--- config.mk ---
export PLATFORM = sky130hd
export DESIGN_NAME = fifo_wr_arbiter
export DESIGN_NICKNAME = d
export VERILOG_FILES = /design/src/rtl/fifo_arb_pkg.sv /design/src/rtl/rr_arbiter_core.sv /design/src/rtl/fifo_wr_arbiter.sv
export SDC_FILE = /design/constraint.sdc
export NUM_CORES = 1
export LEC_CHECK = 0
export ABC_AREA = 1
export CAP_MARGIN = 20
export CORE_MARGIN = 4
export CORE_UTILIZATION = 48
export DETAILED_ROUTE_END_ITERATION = 8
export PLACE_DENSITY_LB_ADDON = 0.12
export SLEW_MARGIN = 20
export SYNTH_ARGS = -nofsm -noshare
export SYNTH_HDL_FRONTEND = slang
export SYNTH_SLANG_ARGS = --single-unit
export TNS_END_PERCENT = 1
--- constraint.sdc ---
create_clock -name clk -period 4.2 [get_ports clk]
set_input_delay 1.05 -clock clk [delete_from_list [all_inputs] [get_ports clk]]
set_output_delay 1.05 -clock clk [all_outputs]
set_load 0.005 [all_outputs]
--- src/rtl/fifo_arb_pkg.sv ---
// Shared definitions for the FIFO write-port arbiter.
//   arb_state_t    : FSM encoding (idle / port granted)
//   rr_pick_t      : result of a round-robin search (found flag + index)
//   rr_pick()      : round-robin priority search over up to RR_MAX_REQ requesters
package fifo_arb_pkg;

    localparam int NUM_REQ_DEF   = 4;
    localparam int MAX_BURST_DEF = 4;

    // Widest requester vector the helper function handles.
    localparam int RR_MAX_REQ = 8;
    localparam int RR_IDX_W   = 3;

    typedef enum logic {
        ARB_IDLE  = 1'b0,
        ARB_GRANT = 1'b1
    } arb_state_t;

    typedef struct packed {
        logic                found;
        logic [RR_IDX_W-1:0] idx;
    } rr_pick_t;

    // Search starts one past the previous owner and wraps, so the previous
    // owner has the lowest priority. Only the low num_req bits of valid_vec
    // take part.
    function automatic rr_pick_t rr_pick(
        input logic [RR_MAX_REQ-1:0] valid_vec,
        input logic [RR_IDX_W-1:0]   last_owner,
        input int                    num_req
    );
        rr_pick_t res;
        int       cand;
        res  = '0;
        cand = 0;
        for (int k = 1; k <= num_req; k++) begin
            cand = (int'(last_owner) + k) % num_req;
            if (!res.found && valid_vec[RR_IDX_W'(cand)]) begin
                res.found = 1'b1;
                res.idx   = RR_IDX_W'(cand);
            end
        end
        return res;
    endfunction

endpackage

--- src/rtl/rr_arbiter_core.sv ---
// Combinational round-robin selector.
//   valid_vec  : in,  NUM_REQ   requesters wanting the port
//   last_owner : in,  ID_W      index of the most recent owner
//   found      : out, 1         at least one requester is valid
//   winner     : out, ID_W      selected requester (0 when none found)
module rr_arbiter_core
    import fifo_arb_pkg::*;
#(
    parameter int NUM_REQ = NUM_REQ_DEF,
    parameter int ID_W    = $clog2(NUM_REQ)
) (
    input  logic [NUM_REQ-1:0] valid_vec,
    input  logic [ID_W-1:0]    last_owner,
    output logic               found,
    output logic [ID_W-1:0]    winner
);

    rr_pick_t pick;

    assign pick  = rr_pick(RR_MAX_REQ'(valid_vec), RR_IDX_W'(last_owner), NUM_REQ);
    assign found = pick.found;

    // Narrow the package-wide index down to this instance's id width.
    always_comb begin
        winner = '0;
        for (int i = 0; i < NUM_REQ; i++) begin
            if (pick.idx == RR_IDX_W'(i)) begin
                winner = ID_W'(i);
            end
        end
    end

endmodule

--- src/rtl/fifo_wr_arbiter.sv ---
// Shares one FIFO write port between NUM_REQ valid/ready producers using
// round-robin arbitration with a burst lock of up to MAX_BURST words.
//   clk          : in,  1               clock, all state on posedge
//   rst          : in,  1               asynchronous reset, active low
//   req_valid    : in,  NUM_REQ         per-requester word valid
//   req_data     : in,  NUM_REQ*DATA_W  requester i at [i*DATA_W +: DATA_W]
//   req_ready    : out, NUM_REQ         per-requester accept
//   fifo_full    : in,  1               FIFO full flag
//   fifo_wr_en   : out, 1               FIFO write enable
//   fifo_data_in : out, DATA_W          FIFO write data
//   grant_valid  : out, 1               a requester owns the port
//   grant_id     : out, ID_W            current owner index
//   wr_total     : out, CNT_W           words written, wraps
//
// state     | meaning
// ----------+--------------------------------------------------------
// ARB_IDLE  | no owner; picks the next valid requester, no data moves
// ARB_GRANT | grant_id owns the port; words pass while FIFO not full
module fifo_wr_arbiter
    import fifo_arb_pkg::*;
#(
    parameter  int NUM_REQ   = NUM_REQ_DEF,
    parameter  int DATA_W    = 8,
    parameter  int MAX_BURST = MAX_BURST_DEF,
    parameter  int CNT_W     = 16,
    localparam int ID_W      = $clog2(NUM_REQ)
) (
    input  logic                      clk,
    input  logic                      rst,
    input  logic [NUM_REQ-1:0]        req_valid,
    input  logic [NUM_REQ*DATA_W-1:0] req_data,
    output logic [NUM_REQ-1:0]        req_ready,
    input  logic                      fifo_full,
    output logic                      fifo_wr_en,
    output logic [DATA_W-1:0]         fifo_data_in,
    output logic                      grant_valid,
    output logic [ID_W-1:0]           grant_id,
    output logic [CNT_W-1:0]          wr_total
);

    localparam int BURST_W = 4;
    localparam logic [BURST_W-1:0] BURST_LAST = BURST_W'(MAX_BURST - 1);

    arb_state_t         state, state_nxt;
    logic [ID_W-1:0]    grant_id_nxt;
    logic               grant_valid_nxt;
    logic [BURST_W-1:0] burst_cnt, burst_nxt;
    logic [ID_W-1:0]    last_owner, last_nxt;
    logic [CNT_W-1:0]   total_nxt;

    logic               arb_found;
    logic [ID_W-1:0]    arb_winner;
    logic               owner_valid;
    logic [DATA_W-1:0]  owner_data;

    rr_arbiter_core #(
        .NUM_REQ (NUM_REQ),
        .ID_W    (ID_W)
    ) u_rr (
        .valid_vec  (req_valid),
        .last_owner (last_owner),
        .found      (arb_found),
        .winner     (arb_winner)
    );

    assign owner_valid = req_valid[grant_id];
    assign owner_data  = req_data[grant_id*DATA_W +: DATA_W];

    always_ff @(posedge clk or negedge rst) begin
        if (!rst) begin
            state       <= ARB_IDLE;
            grant_id    <= '0;
            grant_valid <= 1'b0;
            burst_cnt   <= '0;
            last_owner  <= ID_W'(NUM_REQ - 1);
            wr_total    <= '0;
        end else begin
            state       <= state_nxt;
            grant_id    <= grant_id_nxt;
            grant_valid <= grant_valid_nxt;
            burst_cnt   <= burst_nxt;
            last_owner  <= last_nxt;
            wr_total    <= total_nxt;
        end
    end

    // Port outputs are decoded from the registered state only, so an
    // asynchronous reset removes every write/ready strobe immediately.
    always_comb begin
        state_nxt       = state;
        grant_id_nxt    = grant_id;
        grant_valid_nxt = grant_valid;
        burst_nxt       = burst_cnt;
        last_nxt        = last_owner;
        total_nxt       = wr_total;
        req_ready       = '0;
        fifo_wr_en      = 1'b0;
        fifo_data_in    = '0;

        case (state)
            ARB_IDLE: begin
                if (arb_found) begin
                    state_nxt       = ARB_GRANT;
                    grant_id_nxt    = arb_winner;
                    grant_valid_nxt = 1'b1;
                    burst_nxt       = '0;
                end
            end
            ARB_GRANT: begin
                req_ready[grant_id] = !fifo_full;
                fifo_wr_en          = owner_valid && !fifo_full;
                fifo_data_in        = owner_data;
                if (fifo_wr_en) begin
                    total_nxt = wr_total + 1'b1;
                    burst_nxt = burst_cnt + 1'b1;
                end
                // A full FIFO alone never releases; the owner keeps the port
                // until it drops valid or finishes its burst.
                if (!owner_valid || (fifo_wr_en && burst_cnt == BURST_LAST)) begin
                    state_nxt       = ARB_IDLE;
                    grant_valid_nxt = 1'b0;
                    last_nxt        = grant_id;
                    burst_nxt       = '0;
                end
            end
            default: begin
                state_nxt = ARB_IDLE;
            end
        endcase
    end

endmodule

* After elaboration in Yosys (flattened, before gate mapping)
Index checks and enable logic that the tools add are counted.
** Word-level totals
- Bits in registers :: 26
- Latch bits :: 0
- Memory bits (writable) :: 0
- Memory bits (read-only) :: 0
- Input bits :: 39
- Output and inout port bits :: 32
- Memories :: 0
** Operators by class
- Add/subtract/negate cells :: 6
- Multipliers :: 0
- Div/mod/pow operators :: 0
- Magnitude comparators :: 6
- Eq/ne operators :: 7
- Shift-type cells :: 1
- Multiplexer cells :: 36
- Bitwise logic cells :: 6
- Reduce and logical (&&, ||, !) cells :: 21
** Operators by type and width (number)
- 4-bit two-way mux :: 8
- 32-bit by 6-bit indexed part select with 8-bit output :: 1
- 3-bit by 5-bit < comparator with 1-bit output, second input constant :: 4
- 16-bit by 1-bit adder with 16-bit output, second input constant :: 1
- 1-bit two-way mux :: 16
- 1-bit binary-select mux with 3-bit select :: 4
- 2-bit AND reduction :: 5
- 8-bit two-way mux :: 1
- 4-bit one-hot mux with 2 select lines :: 1
- 2-bit OR reduction :: 4
- 3-bit by 2-bit equality test with 1-bit output, second input constant :: 2
- 1-bit logical AND :: 6
- 1-bit zero test :: 5
- 2-bit by 1-bit adder with 2-bit output, second input constant :: 2
- 2-bit adder, second input constant :: 2
- 4-bit by 1-bit adder with 4-bit output, second input constant :: 1
- 1-bit AND, first input constant :: 4
- 4-bit AND :: 1
- 4-bit by 2-bit equality test with 1-bit output, second input constant :: 1
- 2-bit two-way mux :: 2
- 2-bit by 1-bit != test with 1-bit output, second input constant :: 2
- 1-bit one-hot mux with 2 select lines :: 2
- 3-bit by 1-bit equality test with 1-bit output, second input constant :: 1
- 2-bit by 3-bit < comparator with 1-bit output, second input constant :: 1
- other kinds (6) :: 6

* Longest topological paths before layout
Gate-level depths: netlist of the first run.
- Word-level depth :: 20
- Depth in mapped cells :: 13
- Depth with buffers taken out :: 12

* Cells and area by module
Synthesis of the first run repeated with hierarchy kept, for this count alone.
** Second synthesis, totals
- Cell total of the unflattened synthesis :: 306
- Area total of the unflattened synthesis :: 2029.4 um2
** Modules (own cells, without submodules)
- fifo_wr_arbiter :: instances 1, cells an instance 251, area an instance 1760.4 um2
- rr_arbiter_core :: instances 1, cells an instance 55, area an instance 269.0 um2

* Worst setup path after synthesis of the first run
OpenSTA, ideal clock, no wires.
- Path kind :: input -> output
- Start :: input req_valid[3]
- End :: output fifo_wr_en
- Arrival :: 1.695 ns
- Path slack :: 1.455 ns
- Stages :: 5
- Buffers on the path :: 1
- Cells stage by stage :: inv_1 -> nor2_1 -> a21oi_2 -> a21oi_4 -> buf_4
** Between the ends
- Cells in the longest elaborated chain, start to end :: 4
** RTL lines
- start, declared :: RTL line fifo_wr_arbiter.sv:30 : input logic [NUM_REQ-1:0] req_valid,
- 1-bit binary-select mux with 2-bit select :: RTL line fifo_wr_arbiter.sv:66 : assign owner_valid = req_valid[grant_id];
- 1-bit two-way mux (implied by the code) :: RTL line fifo_wr_arbiter.sv:66
- 1-bit logical AND :: RTL line fifo_wr_arbiter.sv:111 : fifo_wr_en = owner_valid && !fifo_full;
- 1-bit two-way mux :: RTL line fifo_wr_arbiter.sv:100 : case (state)
- end, declared :: RTL line fifo_wr_arbiter.sv:34 : output logic fifo_wr_en,
Every way passes these cells. The select of a mux whose other input is x is not followed.

* Worst setup path after layout of the first run
Ends and elaborated chain as after synthesis.

==> results of run 1 <==
## cell families (layout without fill, tap and decap cells)
group,after synthesis,in the layout,synth area share
DFF,26,26,0.341
AOI/OAI and AO/OA,32,32,0.116
buffers and inverters,42,111,0.0961
and+or+nand+nor,157,157,0.360
xor gates and xnor gates,16,16,0.0733
adders and majority gates,2,2,0.0131
## per-layer routing
metal,GRT usage,vias up,part of all wire
li1,-,1029,-
met1,0.275,877,0.47
met2,0.352,65,0.45
met3,0.0327,4,0.061
met4,0.0501,0,0.011
met5,0,-,0
## state kept, by name (all words and copies together) (netlist names)
name,flops
grant_id,2
state,1
last_owner,2
burst_cnt,4
grant_valid,1
wr_total,16
## power by group
| group | internal, mW | leakage (nW) | switching (mW) | total [mW] |
|---|---|---|---|---|
| logic | 0.488 | 0.882 | 0.561 | 1.05 |
| clock network | 0.0836 | 0.0288 | 0.0731 | 0.157 |
| registers | 0.353 | 0.319 | 0.147 | 0.500 |
| total | 0.925 | 1.23 | 0.781 | 1.71 |
## worst max-delay path: stages
cell and delay, ps:
clkdlybuf4s50_1 470, inv_1 60, nor2_1 120, a21oi_2 70
a21oi_4 190, clkdlybuf4s50_1 530
## final timing paths
check	startpoint	endpoint	slack [ps]
min in group asynchronous	rst	wr_total[0]	1140
max in group asynchronous	rst	last_owner[0]	2760
worst min register to register	grant_valid	grant_valid	480
worst max-delay path	req_valid[3]	fifo_wr_en	650
worst min-delay path	grant_valid	grant_valid	480
worst max register to register	grant_id[0]	wr_total[3]	2130
## final cells by class
cell class | instances | area, sq um | share of cell area
Sequential cell | 26 | 653 | 0.242
Clock buffer | 4 | 55.1 | 0.0204
Timing Repair Buffer | 72 | 716 | 0.266
Inverter | 35 | 134 | 0.0497
Tap cell | 48 | 60.1 | 0.0223
Multi-Input combinational cell | 207 | 1080 | 0.399
## metrics by stage
step,instances,hold slack [ps]
after floorplan,275,465
after global placement,388,452
after detailed placement,388,466
after CTS,392,487
after global routing,392,521
final,392,480
## layout by cell type, fill, tap and decap left out, types with 3 or more instances in the layout
master | Yosys | final
nand2_1 | 92 | 92
clkdlybuf4s50_1 | 0 | 70
nand3_1 | 31 | 31
inv_1 | 30 | 30
dfrtp_1 | 24 | 24
nor2_1 | 17 | 17
xor2_1 | 15 | 15
o21ai_1 | 9 | 9
a22oi_1 | 8 | 8
a31oi_1 | 8 | 8
nor3_1 | 6 | 6
nand2_2 | 4 | 4
clkbuf_8 | 0 | 4
inv_2 | 3 | 3
o21ai_0 | 3 | 3
==> summary.txt, run 1 <==
Run status
  – Status: finished clean

Clocking
  – Clk Latency, worst-skew pair: between 200 and 300 ps
  – Num Clock Sinks: 26
  – CTS tree: yes
  – Post-CTS sizing: 0
  – H-tree depth: 1
  – Clk buf depth: 2
  – Clock slew at reported path FFs: roughly 80 ps
  – Post CTS Setup Buffer Count: 0
  – CTS Buf Count: 3
  – Clk root buf: clkbuf_8
  – Hold buffers post-CTS: 0

Final layout
  – Inserted Diodes: 0
  – Filler instances: approximately 330
  – Share of layout cells above drive strength 1: 0.0640
  – Post-layout util: 0.720
  – Fin area: 0.00269 sq mm
  – Layout Nets: just under 400
  – Area growth syn-to-layout: 40.8%

STA
  – Final worst-path cycle share: 0.844
  – Max-slew violations: 0
  – Final Hold Fails: 0
  – Max Fclk: around 280 MHz
  – Relative slew margins: 0.534
  – Slew @ Worst Pin: roughly 700 ps
  – Crit path time final: between 3000 and 4000 ps
  – Final setup TNS: 0 ps
  – Worst Clk Skew: about 2.9 ps
  – Final setup fails: 0
  – Unrepaired setup endpoints after global routing: false
  – Final worst slack: approximately 650 ps

Drt
  – WL final: between 5000 and 6000 microns
  – Post-DRT Antenna Nets: 0
  – Vias per cell: around 5
  – Residual DRC count: 0
  – Routed via count: 1975
  – DRT Pass-1 Iters: 4
  – Post-DR wirelength/cell: approximately 13 microns
  – 1st-iter DRT viols: about 120

Synthesis
  – Synth top area cells: dfrtp_1, nand2_1, nand3_1
  – Ys async rst share: 1.00
  – #FFs+latches synth: 26
  – Cell with the most instances after synthesis: nand2_1
  – Share of the synthesized area in the top cell type: 0.314
  – Register area share after synthesis: 0.341
  – Number of synthesized flops with an enable pin: 0
  – Post-Synthesis Cells: about 280
  – Primary FF master, synth: dfrtp_1
  – Syn Std Cell Area: 0.00191 sq mm
  – Leading area contributor after synthesis: dfrtp_1
  – Synth cell types: 31
  – Synth cell count leaders: nand2_1, nand3_1, inv_1
  – Synth warnings: 0
  – Syn avg cell area: ~7 sq um
  – Net count after synthesis: 316

Critical path
  – CP max FO: 2
  – Crit end category: output port
  – Crit start category: primary input
  – CP Data Arrival Time: 2500 ps
  – Register-to-Register Path Depth: 7
  – Critical path class: in2out
  – CP required: ~3200 ps

GRT
  – GRT overflow: 0
  – GRT Total Usage: 0.207
  – First-pass GRT wire length: around 8700 microns
  – Antenna violations before repair: 0
  – Largest net degree at the start of global routing: 27
  – Vias in the first global route: around 1900

Power and ir drop
  – VDD IR max: ~350 uV
  – PD cells: 633 mW/mm^2
  – Final Power: between 1.5 and 2 mW
  – Lkg Pwr: 1.23 nW

Hold path
  – Worst Hold Class: reg2reg
  – Hold Path Cell Cnt: 2

Die
  – Io pins: 71
  – Full die area: just over 0.005 sq mm
  – Die width: just over 70 microns
  – Rows: 22
  – Die span in y: 71.1 microns
  – Initial Utilization: 0.511
  – Core box area: approximately 0.0037 sq mm

Placement
  – Post-DP HPWL: 4040 microns
  – IO buf count: 70
  – Routability congestion estimate: 0.911
  – Post-Place Worst Slack: 636 ps
  – Area after DPL: approximately 0.0026 sq mm

Job
  – Maxcap violations: 0
Power figures use the tool's default switching activity.
==> inputs of run 2 (changes only) <==
Settings changed: CORE_UTILIZATION 48 to 40.
Clock period 4.2 ns to 2.9 ns, I/O delays scaled along.
==> summary.txt, run 2 (synthesized netlist as in run 1, its figures left out) <==
Run status
  – Status: finished clean

Placement
  – Routability congestion estimate: around 0.84
  – Area after DPL: about 0.0027 sq mm
  – Post-Place Worst Slack: 5.32 ps
  – Post-DP HPWL: between 4000 and 5000 microns
  – Placed cell count: 395
  – IO buf count: 70

Clocking
  – Clk buf depth: 2
  – Num Clock Sinks: 26
  – Clk Latency, worst-skew pair: about 270 ps
  – H-tree depth: 1
  – CTS tree: yes
  – Clk root buf: clkbuf_8
  – CTS Buf Count: 3
  – Clock slew at reported path FFs: 80 ps
  – Hold buffers post-CTS: 0

STA
  – Final setup fails: 0
  – Max Fclk: around 360 MHz
  – Final setup TNS: 0 ps
  – Hold slack: between 400 and 500 ps
  – Relative slew margins: 0.658
  – Unrepaired setup endpoints after global routing: false
  – Final worst-path cycle share: 0.951
  – Final worst slack: 142 ps
  – Slew @ Worst Pin: around 510 ps
  – Max-slew violations: 0
  – Crit path time final: around 2800 ps
  – Worst Clk Skew: 8.99 ps
  – Final Hold Fails: 0

Die
  – Core box area: around 0.0045 sq mm
  – Rows: 24
  – Die width: approximately 77 microns
  – Die span in y: ~77 microns
  – Io pins: slightly above 70
  – Full die area: roughly 0.0060 sq mm
  – Initial Utilization: 0.425

Power and ir drop
  – Lkg Pwr: around 1.3 nW
  – Final Power: about 2.6 mW
  – PD cells: 940 mW/mm^2
  – VDD IR max: between 400 and 500 uV

Final layout
  – Post-layout util: 0.609
  – Max reg flops: 16
  – Fin area: about 0.0027 sq mm
  – Non-filler cells in the finished layout: 399
  – Commonest non-fill, non-tap cell in the layout: nand2_1
  – Filler instances: 437
  – Commonest non-fill, non-tap cells in the layout: nand2_1, clkdlybuf4s50_1, nand3_1
  – Layout Nets: 389
  – Area growth syn-to-layout: 43.5%
  – Inserted Diodes: 0
  – Top Registers: wr_total: 16 flops, burst_cnt: 4 flops
  – Top reg by flops: wr_total
  – Share of layout cells above drive strength 1: 0.0807

Drt
  – Routed via count: slightly below 2000
  – Met2 WL post-DR: 2410 microns
  – DRT met1 WL: between 2000 and 3000 microns
  – Post-DR wirelength/cell: between 10 and 15 microns
  – Vias per cell: between 4 and 5
  – Met3 WL: between 200 and 300 microns
  – 1st-iter DRT viols: 58
  – Residual DRC count: 0
  – Top layer in use: met4
  – DRT Pass-1 Iters: 4
  – WL final: 5220 microns
  – Post-DRT Antenna Nets: 0

Critical path
  – Buf+Inv Stages, Crit Path: 3
  – Cells along the critical path: clkdlybuf4s50_1 -> inv_1 -> nand2_2 -> nor3_1 -> clkdlybuf4s50_1
  – Max incr delay on CP: 540 ps
  – CP Data Arrival Time: 2030 ps
  – Crit end category: output port
  – Family with the most delay on the worst path: buffers and inverters
  – Crit start category: primary input
  – Critical path's most frequent cell: clkdlybuf4s50_1
  – Critical path class: in2out
  – CP max stage cell: clkdlybuf4s50_1
  – CP required: around 2200 ps
  – CP max FO: 5

GRT
  – Vias in the first global route: about 1900
  – Largest net degree at the start of global routing: 27
  – GRT overflow: 0
  – First-pass GRT wire length: 8820 microns
  – Antenna violations before repair: 0
  – GRT Total Usage: 0.177

Hold path
  – Worst Hold Class: reg2reg

Job
  – Maxcap violations: 0
==> run 2: changes by cell type in the layout (fill, tap and decap cells not counted) <==
cell / before / now
clkdlybuf4s50_1: 70 / 69
buf_4: 2 / 5
dfrtp_1: 24 / 22
clkbuf_8: 4 / 3
bufinv_16: 0 / 1
nand2_2: 4 / 5
dlymetal6s2s_1: 0 / 1
dfrtp_2: 0 / 2
nand2_1: 92 / 91
==> run 2: metal layers <==
layer  up-vias  GRT usage
li1       1029          -
met1       874      0.250
met2        50      0.283
met3         5     0.0293
met4         0     0.0374
met5         -          0
==> run 2: final cells by class <==
class,count,area (sq um),area share
Multi-Input combinational cell,207,1080,0.393
Clock inverter,1,30.0,0.0109
Tap cell,52,65.1,0.0237
Sequential cell,26,656,0.239
Inverter,35,134,0.0488
Clock buffer,3,41.3,0.0150
Timing Repair Buffer,75,741,0.270
==> run 2: repair_timing <==
action / CTS / global route
setup buffers: 0 / 0
setup endpoints to repair: 1 / 10
pin swaps: 1 / 0
resized for setup: 0 / 4
==> run 2: power breakdown <==
part	total [mW]	leakage, nW	internal [mW]	switching (mW)
Clock	0.295	0.0357	0.185	0.110
Combinational	1.58	0.913	0.734	0.841
Sequential	0.712	0.317	0.515	0.197
Total	2.58	1.27	1.43	1.15
==> run 2: worst paths after layout <==
check	cells after the start	endpoint	slack, ps	startpoint
max in group asynchronous	2	last_owner[0]	1800	rst
min in group asynchronous	2	wr_total[0]	810	rst
worst max-delay path	5	req_ready[0]	140	fifo_full
worst max register to register	11	burst_cnt[2]	1030	last_owner[0]
worst min register to register	2	grant_valid	480	grant_valid
worst min-delay path	2	grant_valid	480	grant_valid
==> run 2: worst reg2reg max path: stages, from the launching register on <==
cell,delay [ps]
dfstp_2,640
inv_4,80
nand2_1,80
nand2_1,70
nand2_1,100
nand2_2,80
nor2_4,120
nand3_1,80
nand2_1,190
nand2_1,150
nand2_1,100
nand2_1,50
